### src/rtl/clk_burst_arb.sv
// Round-robin clock-enable burst scheduler: grants one requester at a time a burst
// of len clk_en cycles followed by a guard gap. Optional stats: CLK_BURST_ARB_STATS_EN.
module clk_burst_arb #(
  parameter int NREQ      = 4,
  parameter int LEN_W     = 8,
  parameter int GUARD_CYC = 2
) (
  input  logic                      clk,
  input  logic                      rst_n,
  // req is a level held until its one-cycle gnt pulse; it is only looked at while
  // idle, so a req dropped before gnt is simply withdrawn. len is captured at grant.
  input  logic [NREQ-1:0]           req,
  input  logic [NREQ*LEN_W-1:0]     len,
  output logic [NREQ-1:0]           gnt,
  output logic [NREQ-1:0]           done,
  output logic                      clk_en,
  output logic [$clog2(NREQ)-1:0]   active_id,
  output logic                      busy,
`ifdef CLK_BURST_ARB_STATS_EN
  output logic [31:0]               enable_cnt,
  output logic [15:0]               burst_cnt,
`endif
  output logic [1:0]                o_dbg_state
);

  localparam int IDW = $clog2(NREQ);
  localparam int GW  = (GUARD_CYC > 1) ? $clog2(GUARD_CYC) : 1;
  localparam logic [GW-1:0] GUARD_INIT = GW'((GUARD_CYC > 0) ? GUARD_CYC - 1 : 0);

  typedef enum logic [1:0] {
    S_IDLE  = 2'd0,
    S_GRANT = 2'd1,
    S_RUN   = 2'd2,
    S_GUARD = 2'd3
  } state_t;

  state_t             r_state;
  logic [IDW-1:0]     r_rr;
  logic [IDW-1:0]     r_owner;
  logic [LEN_W-1:0]   r_cnt;
  logic [GW-1:0]      r_guard;
  logic [NREQ-1:0]    r_gnt;
  logic [NREQ-1:0]    r_done;
  logic               r_clk_en;
  logic               r_busy;

  state_t             w_state_n;
  logic [IDW-1:0]     w_rr_n;
  logic [IDW-1:0]     w_owner_n;
  logic [LEN_W-1:0]   w_cnt_n;
  logic [GW-1:0]      w_guard_n;
  logic [NREQ-1:0]    w_gnt_n;
  logic [NREQ-1:0]    w_done_n;
  logic               w_clk_en_n;
  logic               w_busy_n;

  logic               w_win_vld;
  logic [IDW-1:0]     w_win_id;
  logic [IDW-1:0]     w_idx;
  logic [IDW-1:0]     w_rr_inc;
  logic [LEN_W-1:0]   w_win_len;
  logic [NREQ-1:0]    w_win_onehot;
  logic [NREQ-1:0]    w_owner_onehot;

  // First requester at or above the rr pointer, wrapping past NREQ-1.
  always_comb begin
    w_win_vld = 1'b0;
    w_win_id  = '0;
    w_idx     = '0;
    for (int k = 0; k < NREQ; k++) begin
      w_idx = IDW'((int'(r_rr) + k) % NREQ);
      if (!w_win_vld && req[w_idx]) begin
        w_win_vld = 1'b1;
        w_win_id  = w_idx;
      end
    end
  end

  assign w_rr_inc       = IDW'((int'(w_win_id) + 1) % NREQ);
  assign w_win_len      = len[int'(w_win_id)*LEN_W +: LEN_W];
  assign w_win_onehot   = NREQ'(1) << w_win_id;
  assign w_owner_onehot = NREQ'(1) << r_owner;

  always_comb begin
    w_state_n  = r_state;
    w_rr_n     = r_rr;
    w_owner_n  = r_owner;
    w_cnt_n    = r_cnt;
    w_guard_n  = r_guard;
    w_gnt_n    = '0;
    w_done_n   = '0;
    w_clk_en_n = 1'b0;
    w_busy_n   = r_busy;
    case (r_state)
      S_IDLE: begin
        if (w_win_vld) begin
          w_state_n = S_GRANT;
          w_gnt_n   = w_win_onehot;
          w_busy_n  = 1'b1;
          w_owner_n = w_win_id;
          w_cnt_n   = w_win_len;
          w_rr_n    = w_rr_inc;
        end
      end
      S_GRANT: begin
        // A zero-length burst still spends one RUN cycle, carrying done with clk_en low.
        w_state_n = S_RUN;
        if (r_cnt != '0) begin
          w_clk_en_n = 1'b1;
          w_cnt_n    = r_cnt - LEN_W'(1);
        end
        if (r_cnt <= LEN_W'(1)) w_done_n = w_owner_onehot;
      end
      S_RUN: begin
        if (r_cnt != '0) begin
          w_clk_en_n = 1'b1;
          w_cnt_n    = r_cnt - LEN_W'(1);
          if (r_cnt == LEN_W'(1)) w_done_n = w_owner_onehot;
        end else if (GUARD_CYC > 0) begin
          w_state_n = S_GUARD;
          w_guard_n = GUARD_INIT;
        end else begin
          w_state_n = S_IDLE;
          w_busy_n  = 1'b0;
        end
      end
      S_GUARD: begin
        if (r_guard != '0) begin
          w_guard_n = r_guard - GW'(1);
        end else begin
          w_state_n = S_IDLE;
          w_busy_n  = 1'b0;
        end
      end
      default: begin
        w_state_n = S_IDLE;
        w_busy_n  = 1'b0;
      end
    endcase
  end

  always_ff @(posedge clk) begin
    if (!rst_n) begin
      r_state  <= S_IDLE;
      r_rr     <= '0;
      r_owner  <= '0;
      r_cnt    <= '0;
      r_guard  <= '0;
      r_gnt    <= '0;
      r_done   <= '0;
      r_clk_en <= 1'b0;
      r_busy   <= 1'b0;
    end else begin
      r_state  <= w_state_n;
      r_rr     <= w_rr_n;
      r_owner  <= w_owner_n;
      r_cnt    <= w_cnt_n;
      r_guard  <= w_guard_n;
      r_gnt    <= w_gnt_n;
      r_done   <= w_done_n;
      r_clk_en <= w_clk_en_n;
      r_busy   <= w_busy_n;
    end
  end

  assign gnt         = r_gnt;
  assign done        = r_done;
  assign clk_en      = r_clk_en;
  assign active_id   = r_owner;
  assign busy        = r_busy;
  assign o_dbg_state = r_state;

`ifdef CLK_BURST_ARB_STATS_EN
  logic [31:0] r_enable_cnt;
  logic [15:0] r_burst_cnt;

  // Counters advance with the same next-cycle values that load clk_en/done.
  always_ff @(posedge clk) begin
    if (!rst_n) begin
      r_enable_cnt <= '0;
      r_burst_cnt  <= '0;
    end else begin
      if (w_clk_en_n && (r_enable_cnt != 32'hFFFF_FFFF)) r_enable_cnt <= r_enable_cnt + 32'd1;
      if (|w_done_n) r_burst_cnt <= r_burst_cnt + 16'd1;
    end
  end

  assign enable_cnt = r_enable_cnt;
  assign burst_cnt  = r_burst_cnt;
`else
  // Statistics counters are not built.
`endif

endmodule
### config.mk
export PLATFORM = sky130hd
export DESIGN_NAME = clk_burst_arb
export DESIGN_NICKNAME = d
export VERILOG_FILES = /design/src/rtl/clk_burst_arb.sv
export SDC_FILE = /design/constraint.sdc
export NUM_CORES = 1
export LEC_CHECK = 0
export CORE_ASPECT_RATIO = 0.75
export CORE_MARGIN = 5
export CORE_UTILIZATION = 50
export DETAILED_ROUTE_END_ITERATION = 12
export MAX_ROUTING_LAYER = met4
export PLACE_DENSITY = 0.93
export SYNTH_ARGS = -nofsm -noshare
export SYNTH_HDL_FRONTEND = slang
export SYNTH_SLANG_ARGS = --single-unit
### constraint.sdc
create_clock -name clk -period 4.2 [get_ports clk]
set_input_delay 0.42 -clock clk [delete_from_list [all_inputs] [get_ports clk]]
set_output_delay 0.42 -clock clk [all_outputs]
set_load 0.1 [all_outputs]
== Yosys cells after proc, flatten, opt, wreduce, memory -nomap -nowiden ==
Index checks and enable logic that the tools add are counted.
Storage, ports and cells
  bits in registers: 25
  output and inout port bits: 14
  word-level logic and storage cells: 84
Cells by class
  reductions and logical operators: 19
  magnitude comparators: 5
  shifts and indexed selects: 3
  equal/unequal tests: 8
  add/sub/neg operators: 6
  multiplexer cells: 34
Operators with widths (count)
  variable part select 32 x 6 -> 8 bit: 1
  2-to-1 mux 8 bit: 2
  one-hot mux 8 bit (2 select lines): 1
  2-to-1 mux 2 bit: 7
  2-to-1 mux 1 bit: 13
  < comparator 2 x 3 -> 1 bit, second input constant: 4
  2-to-1 mux 4 bit: 3
  AND reduction 3 bit: 4
  binary-select mux 1 bit (select 2 bit): 4
  == test 8 x 1 -> 1 bit, second input constant: 1
  <= comparator 8 x 1 -> 1 bit, second input constant: 1
  one-hot mux 2 bit (4 select lines): 1
  one-hot mux 4 bit (2 select lines): 1
  nonzero test 8 bit: 1
  left shift 1 x 2 -> 4 bit, first input constant: 2
  subtractor 8 x 1 -> 8 bit, second input constant: 1
  inequality test 2 bit, second input constant: 3
  AND reduction 2 bit: 3
  nonzero test 2 bit: 3
  adder 2 x 1 -> 2 bit, second input constant: 2
  adder 2 bit, second input constant: 2
  == test 2 bit, second input constant: 2
  one-hot mux 1 bit (2 select lines): 2
  logical AND 1 bit: 3
  other kinds (6): 8

== Logic depth before layout (Yosys ltp) ==
Gate-level depths: netlist of run 1.
  depth after elaboration: 15
  depth in mapped cells: 8
  gate-level depth less buffers: 8

== Worst setup path before layout of run 1 ==
OpenSTA, ideal clock, no wires.
  kind: register to register
  from: register r_state[0] (netlist: o_dbg_state[0])
  to: register r_done[0] (netlist: done[0])
  path buffers: 1
  slack: 1.501 ns
  arrival time: 2.610 ns
  library setup time: 0.090 ns
  cell stages (with the launch flop): 7
  cells stage by stage: dfxtp_1 inv_1 ha_1 clkbuf_1 nand2_1 nor4_1 nor3b_1
Between the ends
  longest elaborated chain between the ends: 2
  elaborated cells on any way between the ends: 3
  those cells by class: eq/ne: 2; mux: 1
RTL lines
  from (decl): line 37  | state_t r_state;
  from (signal assigned): line 154  | r_state <= w_state_n;
  == test 2 bit or == test 2 x 1 -> 1 bit (tied branches): line 94  | case (r_state)
  one-hot mux 4 bit (2 select lines) (*): line 94
  to (signal assigned): line 160  | r_done <= w_done_n;
  to (decl): line 43  | logic [NREQ-1:0] r_done;
Mark *: on every way between the ends. The rest lies on a longest branch, timed or not.
A chain may end at the register's enable or synchronous reset.

== Worst setup path in the final report of run 1 ==
  from: register r_state[0] (netlist: o_dbg_state[0])
  to: register r_cnt[0]
Between the ends
  longest elaborated chain between the ends: 4
  elaborated cells on any way between the ends: 9
  those cells by class: eq/ne: 4; mux: 1; reduce/logical: 4
RTL lines
  == test 2 bit or == test 2 x 1 -> 1 bit (tied branches): line 94
  OR reduction 2 bit (no source line)
  inequality test 2 x 1 -> 1 bit (no source line) or nonzero test 2 bit (tied branches)
  AND reduction 3 bit (no source line)
  to (signal assigned): line 157  | r_cnt <= w_cnt_n;
  to (decl): line 40  | logic [LEN_W-1:0] r_cnt;
Several ways; a longest one is shown, not always the timed one.

==> Flow_metrics.wiki, run 1 <==
{| class="wikitable"
! Metric !! Value
|-
| Slew Viols, Final || 0
|-
| Post-Synth Simple-Gate Area || 21.0%
|-
| Critical Path Sink Type || flip-flop
|-
| Multi-input logic area || 1040 µm²
|-
| Maximum cell stage delay along the critical path || 0.84 ns
|-
| DRC Markers || 0
|-
| Clock Tree Root || sky130_fd_sc_hd__clkbuf_8
|-
| Cell Pwr Density || 785 nW/µm²
|-
| Chip width || 75.7 µm
|-
| Main combinational cell family by area after synthesis || compound AO/OA/AOI/OAI gates
|-
| Yosys reg bits || 25
|-
| Leading post-synthesis cells by cell area || sky130_fd_sc_hd__dfxtp_1, sky130_fd_sc_hd__mux2i_1, sky130_fd_sc_hd__ha_1
|-
| Cell types with the highest counts after synthesis || sky130_fd_sc_hd__dfxtp_1, sky130_fd_sc_hd__nand2_1, sky130_fd_sc_hd__mux2i_1
|-
| Slowest cell on the critical path || sky130_fd_sc_hd__a41oi_1
|-
| Sum of net half-perimeters after detailed placement || 2990 µm
|-
| Routed len/inst || 14.3 µm
|-
| Antenna Cells || 0
|-
| Final setup violating endpoints || 0
|-
| Post-synthesis to final-layout area growth || 35.1%
|-
| Count of maximum capacitance violations || 0
|-
| Sequential-to-total area share from yosys stat || 31.0%
|-
| CP bufs+invs || 1
|-
| Pre-CTS setup slack || 1.57 ns
|-
| Die H || 59.2 µm
|-
| Standby leakage power || 0.000903 µW
|-
| TritonCTS clock tree || built
|-
| Clk_skew || 0.00201 ns
|-
| Compound-cell area share of the yosys netlist || 24.4%
|-
| Total detailed-routing wirelength || 3800 µm
|-
| Number of sinks on the clock net || 25
|-
| Congestion Overflow GR || 0
|-
| Average instance area after synthesis || 9.03 µm²
|-
| Initial antenna violation count || 0
|-
| Initial Util || 53.5%
|-
| Most frequent cell after synthesis || sky130_fd_sc_hd__dfxtp_1
|-
| Proportion of power drawn by combinational gates || 68.3%
|-
| List of cells traversed by the critical path || inv_1, ha_1, mux2i_2, a41oi_1, o21ai_0, o221a_1
|-
| Final period utilization || 65.4%
|-
| Number of buffers between clock root and the deepest sink || 2
|-
| Total track usage || 18.1%
|-
| Antenna viol nets, final || 0
|-
| Total negative slack || 0 ns
|-
| Time the worst path needs with I/O delays and setup || 2.75 ns
|-
| Number of distinct standard cells referenced by the synthesized netlist || 54
|-
| Most frequently used flop master after synthesis || sky130_fd_sc_hd__dfxtp_1
|-
| Required time of the critical path || 4.37 ns
|-
| Post-Synthesis Net Count || 225
|-
| Filler cells || 240
|-
| Slew @ Worst Pin || 1.06 ns
|-
| Vias in the first global route || 1431
|-
| Reg power frac || 23.1%
|-
| Share of synthesized area spent on multiplexers || 10.8%
|-
| Number of enable-type register cells in the synthesized netlist || 0
|-
| Share of final-layout standard cells stronger than drive strength 1 || 6.61%
|-
| Xor/xnor share of the synthesized area || 2.17%
|-
| Initial DRC Count || 100
|-
| Unrepaired setup endpoints after global routing || false
|-
| Share of synthesized registers carrying an async set or reset || 0%
|-
| Fraction of power spent switching nets || 52.2%
|-
| Signal arrival time at the worst endpoint || 2.92 ns
|-
| CTS-repair resized insts || 0
|-
| Quantity of I/O buffers inserted on ports || 51
|-
| Cell Area, Synth || 1620 µm²
|-
| Post-detailed-route via-to-cell ratio || 5.74
|-
| Total vias in the final route || 1520
|-
| Area leader, netlist || sky130_fd_sc_hd__dfxtp_1
|-
| Count of yosys warnings during synthesis || 0
|-
| Hold violation total from the final report || 0
|-
| GPL Wtd Cong || 0.845
|-
| Placeable Area || 3020 µm²
|-
| Cell family with the largest share of critical-path delay || compound AO/OA/AOI/OAI gates
|-
| Crit path setup slack, layout || 1.45 ns
|-
| Buffers inserted during post-CTS setup optimization || 0
|-
| Count of hold buffers inserted by post-cts repair || 0
|-
| Category of the worst setup path launch point || flip-flop
|-
| Number of iterations in the first detailed-routing pass || 4
|-
| Die outline area || 4480 µm²
|-
| Status || finished clean
|-
| Clk pin slew, worst setup/hold paths || 0.09 ns
|-
| Switching power || 894 µW
|-
| Int Power || 820 µW
|-
| Largest fanout on the critical path || 14
|-
| Final nets || 274
|-
| Synth Instances || 179
|-
| Type of the most critical hold path || reg2reg
|-
| Tightest slew margin relative to the limit || 28.2%
|-
| Worst hold-check slack || 0.496 ns
|-
| Max VDD drop || 0.000343 V
|-
| Adder-cell share of the synthesized area || 6.19%
|-
| Total number of placement rows || 17
|-
| Register area || 500 µm²
|-
| First-pass GRT wire length || 6190 µm
|-
| Maximum number of pins on one net before global-route repair || 20
|-
| Maximum clock frequency || 0.364 GHz
|-
| Final cell utilization of the core || 72.3%
|-
| TritonCTS Buffers || 3
|-
| Area share of the largest cell type after synthesis || 31.0%
|-
| H-tree depth reported by CTS || 1
|-
| Critical path start-end classification || reg2reg
|-
| Clock latency reported for the late side of the worst-skew pair || 0.27 ns
|-
| I/O Pins || 52
|-
| Portion of total power attributed to the clock network || 8.7%
|}
## state kept, by name, summed over array words and instances, names as in the netlist
signal	cells
r_rr	2
r_guard	1
clk_en	1
r_cnt	8
active_id	2
gnt	4
busy	1
done	4
o_dbg_state	2
## worst paths after layout
kind,startpoint,end,slack (ns),cells after the start
setup / recovery,o_dbg_state[0],r_cnt[0],1.45,6
hold / removal,active_id[0],done[1],0.50,2
setup reg to reg,o_dbg_state[0],r_cnt[0],1.45,6
hold reg to reg,active_id[0],done[1],0.50,2
## worst register-to-register path, cell delays in order, from the launching register on
cell,delay (ns)
sky130_fd_sc_hd__dfxtp_1,0.40
sky130_fd_sc_hd__inv_1,0.12
sky130_fd_sc_hd__ha_1,0.62
sky130_fd_sc_hd__mux2i_2,0.18
sky130_fd_sc_hd__a41oi_1,0.84
sky130_fd_sc_hd__o21ai_0,0.21
sky130_fd_sc_hd__o221a_1,0.27
## cells by family (layout without fill, tap and decap cells)
logic type,after synthesis,count (layout)
compound gates,51,51
xor+xnor,4,4
simple gates,58,58
buf+inv,16,64
flops,25,25
fa+ha+maj,8,8
mux,17,17
## power groups by stage
stage               combinational (µW)  sequential [µW]  clock (µW)
floorplan                          702              625           0
global placement                  1130              397           0
detailed placement                1160              400           0
CTS                               1160              395         149
global route                      1270              406         160
finish                            1170              396         148
## area by class of cell
cell class | count | area share [%]
clock buffers | 3 | 1.89
flip-flops and latches | 25 | 22.9
multi-input cells | 138 | 47.8
clock inverters | 1 | 0.344
well taps | 38 | 2.18
repair buffers | 51 | 23.4
inverters | 9 | 1.55
## layer usage
metal	global-route usage [%]	up-vias	share of wire, %
met5	-	-	0
met4	5.24	0	2.5
met3	4.58	12	7.0
met2	30.6	53	47
met1	21.2	700	44
li1	-	755	-
## stage by stage
| stage | power [µW] | instances | cell area (µm²) |
|---|---|---|---|
| finish | 1710 | 265 | 2180 |
| global route | 1840 | 265 | 2180 |
| CTS | 1710 | 265 | 2180 |
| detailed placement | 1560 | 261 | 2140 |
| global placement | 1530 | 261 | 2140 |
| floorplan | 1330 | 179 | 1620 |
## layout by cell type (no fill, tap or decap), types with 2 or more instances in the layout
cell type and n:
sky130_fd_sc_hd__nor2_1 8, sky130_fd_sc_hd__nand2_1 18, sky130_fd_sc_hd__nor3_1 5, sky130_fd_sc_hd__o21ai_0 6, sky130_fd_sc_hd__inv_1 7, sky130_fd_sc_hd__clkbuf_8 3
sky130_fd_sc_hd__nand3_1 2, sky130_fd_sc_hd__a21oi_1 11, sky130_fd_sc_hd__nor2b_1 7, sky130_fd_sc_hd__clkdlybuf4s50_1 51, sky130_fd_sc_hd__a21o_1 3, sky130_fd_sc_hd__and3_1 3
sky130_fd_sc_hd__dfxtp_1 25, sky130_fd_sc_hd__o221a_1 4, sky130_fd_sc_hd__xor2_1 4, sky130_fd_sc_hd__o211a_1 3, sky130_fd_sc_hd__o22ai_1 3, sky130_fd_sc_hd__nor3b_1 2
sky130_fd_sc_hd__a21boi_1 3, sky130_fd_sc_hd__a31oi_1 2, sky130_fd_sc_hd__and2_1 2, sky130_fd_sc_hd__mux2i_1 15, sky130_fd_sc_hd__o21ai_1 3, sky130_fd_sc_hd__ha_1 8
Power figures use the tool's default switching activity.
==> run 2, diff against run 1 <==
--- a/config.mk
+++ b/config.mk
@@ -7,10 +7,10 @@
 export LEC_CHECK = 0
 export CORE_ASPECT_RATIO = 0.75
 export CORE_MARGIN = 5
-export CORE_UTILIZATION = 50
+export CORE_UTILIZATION = 42
 export DETAILED_ROUTE_END_ITERATION = 12
 export MAX_ROUTING_LAYER = met4
-export PLACE_DENSITY = 0.93
+export PLACE_DENSITY = 0.84
 export SYNTH_ARGS = -nofsm -noshare
 export SYNTH_HDL_FRONTEND = slang
 export SYNTH_SLANG_ARGS = --single-unit
==> constraint.sdc (replaced) <==
create_clock -name clk -period 2.4 [get_ports clk]
set_input_delay 0.24 -clock clk [delete_from_list [all_inputs] [get_ports clk]]
set_output_delay 0.24 -clock clk [all_outputs]
set_load 0.1 [all_outputs]
==> Flow_metrics.wiki, run 2 (same netlist as run 1, synthesis figures left out) <==
{| class="wikitable"
! Metric !! Value
|-
| Status || finished clean
|-
| Quantity of I/O buffers inserted on ports || 51 (unchanged)
|-
| Final period utilization || 89.1%
|-
| TritonCTS Buffers || 3 (unchanged)
|-
| Placeable Area || 3680 µm² (+22%)
|-
| Initial DRC Count || 73 (-27%)
|-
| Slew Viols, Final || 0 (unchanged)
|-
| Buffers inserted during post-CTS setup optimization || 0 (unchanged)
|-
| Signal arrival time at the worst endpoint || 2.35 ns (-0.57 ns)
|-
| Final nets || 277 (+1.1%)
|-
| Clk_skew || 0.00606 ns (+0.00405 ns)
|-
| Share of final-layout standard cells stronger than drive strength 1 || 14.8% (+8.2 points)
|-
| I/O Pins || 52 (unchanged)
|-
| Total track usage || 15.1% (-3.0 points)
|-
| Worst reg-to-reg setup slack || 0.32 ns (-1.13 ns)
|-
| Total vias in the final route || 1494 (-1.7%)
|-
| Type of the most critical hold path || reg2reg
|-
| Most common library cell in the layout ignoring fill and taps || sky130_fd_sc_hd__clkdlybuf4s50_1
|-
| Cells on worst reg2reg path || 7 (+1)
|-
| Filler cells || 349 (+45%)
|-
| Final setup violating endpoints || 0 (unchanged)
|-
| DRC Markers || 0 (unchanged)
|-
| Worst hold-check slack || 0.494 ns (-0.00259 ns)
|-
| Largest register FFs || 8 (unchanged)
|-
| Post-route cell area || 2190 µm² (+0.34%)
|-
| Cell Pwr Density || 1370 nW/µm² (+75%)
|-
| Tightest slew margin relative to the limit || 53.1% (+25 points)
|-
| List of cells traversed by the critical path || clkdlybuf4s50_1, nor2_1, nor4_2, nor2_4, mux2i_1, a221o_1, a21oi_1
|-
| Highest-count cells in the layout ignoring fill and taps || sky130_fd_sc_hd__clkdlybuf4s50_1, sky130_fd_sc_hd__dfxtp_1, sky130_fd_sc_hd__nand2_1, sky130_fd_sc_hd__buf_4, sky130_fd_sc_hd__mux2i_1
|-
| Metal1 wirelength || 1730 µm (+3.9%)
|-
| Uppermost layer routed || met4
|-
| Pre-CTS setup slack || -0.0400 ns (-1.61 ns)
|-
| Number of iterations in the first detailed-routing pass || 4 (unchanged)
|-
| Slowest cell on the critical path || sky130_fd_sc_hd__nor2_4
|-
| Clk pin slew, worst setup/hold paths || 0.09 ns (about the same)
|-
| Maximum number of pins on one net before global-route repair || 19 (-5.0%)
|-
| Clock latency reported for the late side of the worst-skew pair || 0.27 ns (about the same)
|-
| CP bufs+invs || 1 (unchanged)
|-
| Chip width || 81.6 µm (+7.9%)
|-
| Die outline area || 5200 µm² (+16%)
|-
| Wire length on met2 || 1730 µm (-2.9%)
|-
| Antenna viol nets, final || 0 (unchanged)
|-
| Met3 routed WL || 267 µm (unchanged)
|-
| Total placed instance area || 2140 µm² (+0.35%)
|-
| Maximum clock frequency || 0.468 GHz
|-
| Post-synthesis to final-layout area growth || 35.6%
|-
| Congestion Overflow GR || 0 (unchanged)
|-
| Reg-to-Reg Start || o_dbg_state[0]
|-
| Unrepaired setup endpoints after global routing || false
|-
| Post-placement cell count || 278 (+6.5%)
|-
| Sum of net half-perimeters after detailed placement || 3010 µm (+0.67%)
|-
| End point of the most critical hold path || done[1]
|-
| CTS-repair resized insts || 0 (unchanged)
|-
| Post-detailed-route via-to-cell ratio || 5.30 (-7.6%)
|-
| Slew @ Worst Pin || 0.695 ns (-0.368 ns)
|-
| Worst hold path startpoint || active_id[1]
|-
| First-pass GRT wire length || 6190 µm (unchanged)
|-
| Time the worst path needs with I/O delays and setup || 2.14 ns
|-
| Launching element of the worst setup path || req[1]
|-
| Overall Power || 3000 µW (+75%)
|-
| Number of sinks on the clock net || 25 (unchanged)
|-
| Cell family with the largest share of critical-path delay || simple AND/OR/NAND/NOR gates
|-
| Largest fanout on the critical path || 17 (+3)
|-
| Category of the worst setup path launch point || primary input
|-
| Required time of the critical path || 2.61 ns (-1.76 ns)
|-
| Vias in the first global route || 1386 (-3.1%)
|-
| Initial antenna violation count || 0 (unchanged)
|-
| Initial Util || 43.9% (-9.7 points)
|-
| Clock Tree Root || sky130_fd_sc_hd__clkbuf_8
|-
| Crit path setup slack, layout || 0.262 ns (-1.19 ns)
|-
| Largest reg by FF count || r_cnt
|-
| Routed len/inst || 13.3 µm (-7.5%)
|-
| GPL Wtd Cong || 0.807 (-4.5%)
|-
| Count of maximum capacitance violations || 0 (unchanged)
|-
| Hold violation total from the final report || 0 (unchanged)
|-
| H-tree depth reported by CTS || 1 (unchanged)
|-
| Number of buffers between clock root and the deepest sink || 2 (unchanged)
|-
| Critical path start-end classification || in2reg
|-
| Destination of the worst register-to-register timing path || r_cnt[7]
|-
| Total number of placement rows || 19 (+2)
|-
| Total detailed-routing wirelength || 3740 µm (-1.6%)
|-
| Critical Path Sink Type || flip-flop
|-
| Die H || 63.7 µm (+7.6%)
|-
| Hold path cells || 1 (-1)
|-
| TritonCTS clock tree || built
|-
| Antenna Cells || 0 (unchanged)
|-
| Max VDD drop || 0.000565 V (+64%)
|-
| Count of hold buffers inserted by post-cts repair || 0 (unchanged)
|-
| Final non-filler cell total || 282 (+6.4%)
|-
| Standby leakage power || 0.000944 µW (+4.5%)
|-
| Maximum cell stage delay along the critical path || 0.50 ns (-0.34 ns)
|}
-- run 2: changes by cell type in the layout (fill, tap and decap cells not counted) --
cell                              delta
sky130_fd_sc_hd__buf_4              +17
sky130_fd_sc_hd__clkdlybuf4s50_1    -14
sky130_fd_sc_hd__dfxtp_1             -2
sky130_fd_sc_hd__dfxtp_2             +2
-- run 2: cell type report --
| class | instances | area, µm² | share of cell area, % |
|---|---|---|---|
| clock buffers | 3 | 41.3 | 1.88 |
| multi-input cells | 138 | 1040 | 47.6 |
| flip-flops and latches | 25 | 503 | 22.9 |
| repair buffers | 54 | 498 | 22.7 |
| inverters | 9 | 33.8 | 1.54 |
| clock inverters | 1 | 7.51 | 0.342 |
| well taps | 52 | 65.1 | 2.97 |
-- run 2: worst max path at each step --
stage,endpoint,slack (ns),cells past startpoint
global route,r_cnt[7],0.10,7
finish,r_cnt[4],0.26,7
global placement,r_cnt[4],0.06,7
CTS,r_cnt[4],0.25,7
detailed placement,r_cnt[4],-0.04,7
floorplan,done[0],0.08,6
-- run 2: metal layers --
layer	track usage [%]	vias up
met2	24.3	43
met4	1.87	0
met5	-	-
li1	-	760
met1	19.9	687
met3	3.65	4
-- run 2: power by group --
group | total (µW) | switching (µW) | internal (µW)
registers | 703 | 149 | 554
clock network | 254 | 136 | 118
logic | 2050 | 1260 | 785
total | 3000 | 1550 | 1460
-- run 2: metrics by stage --
| step | utilization, % | setup TNS [ns] |
|---|---|---|
| finish | 59.5 | 0 |
| global route | 59.5 | 0 |
| CTS | 59.5 | 0 |
| detailed placement | 58.2 | -0.0400 |
| global placement | 58.2 | 0 |
| floorplan | - | 0 |
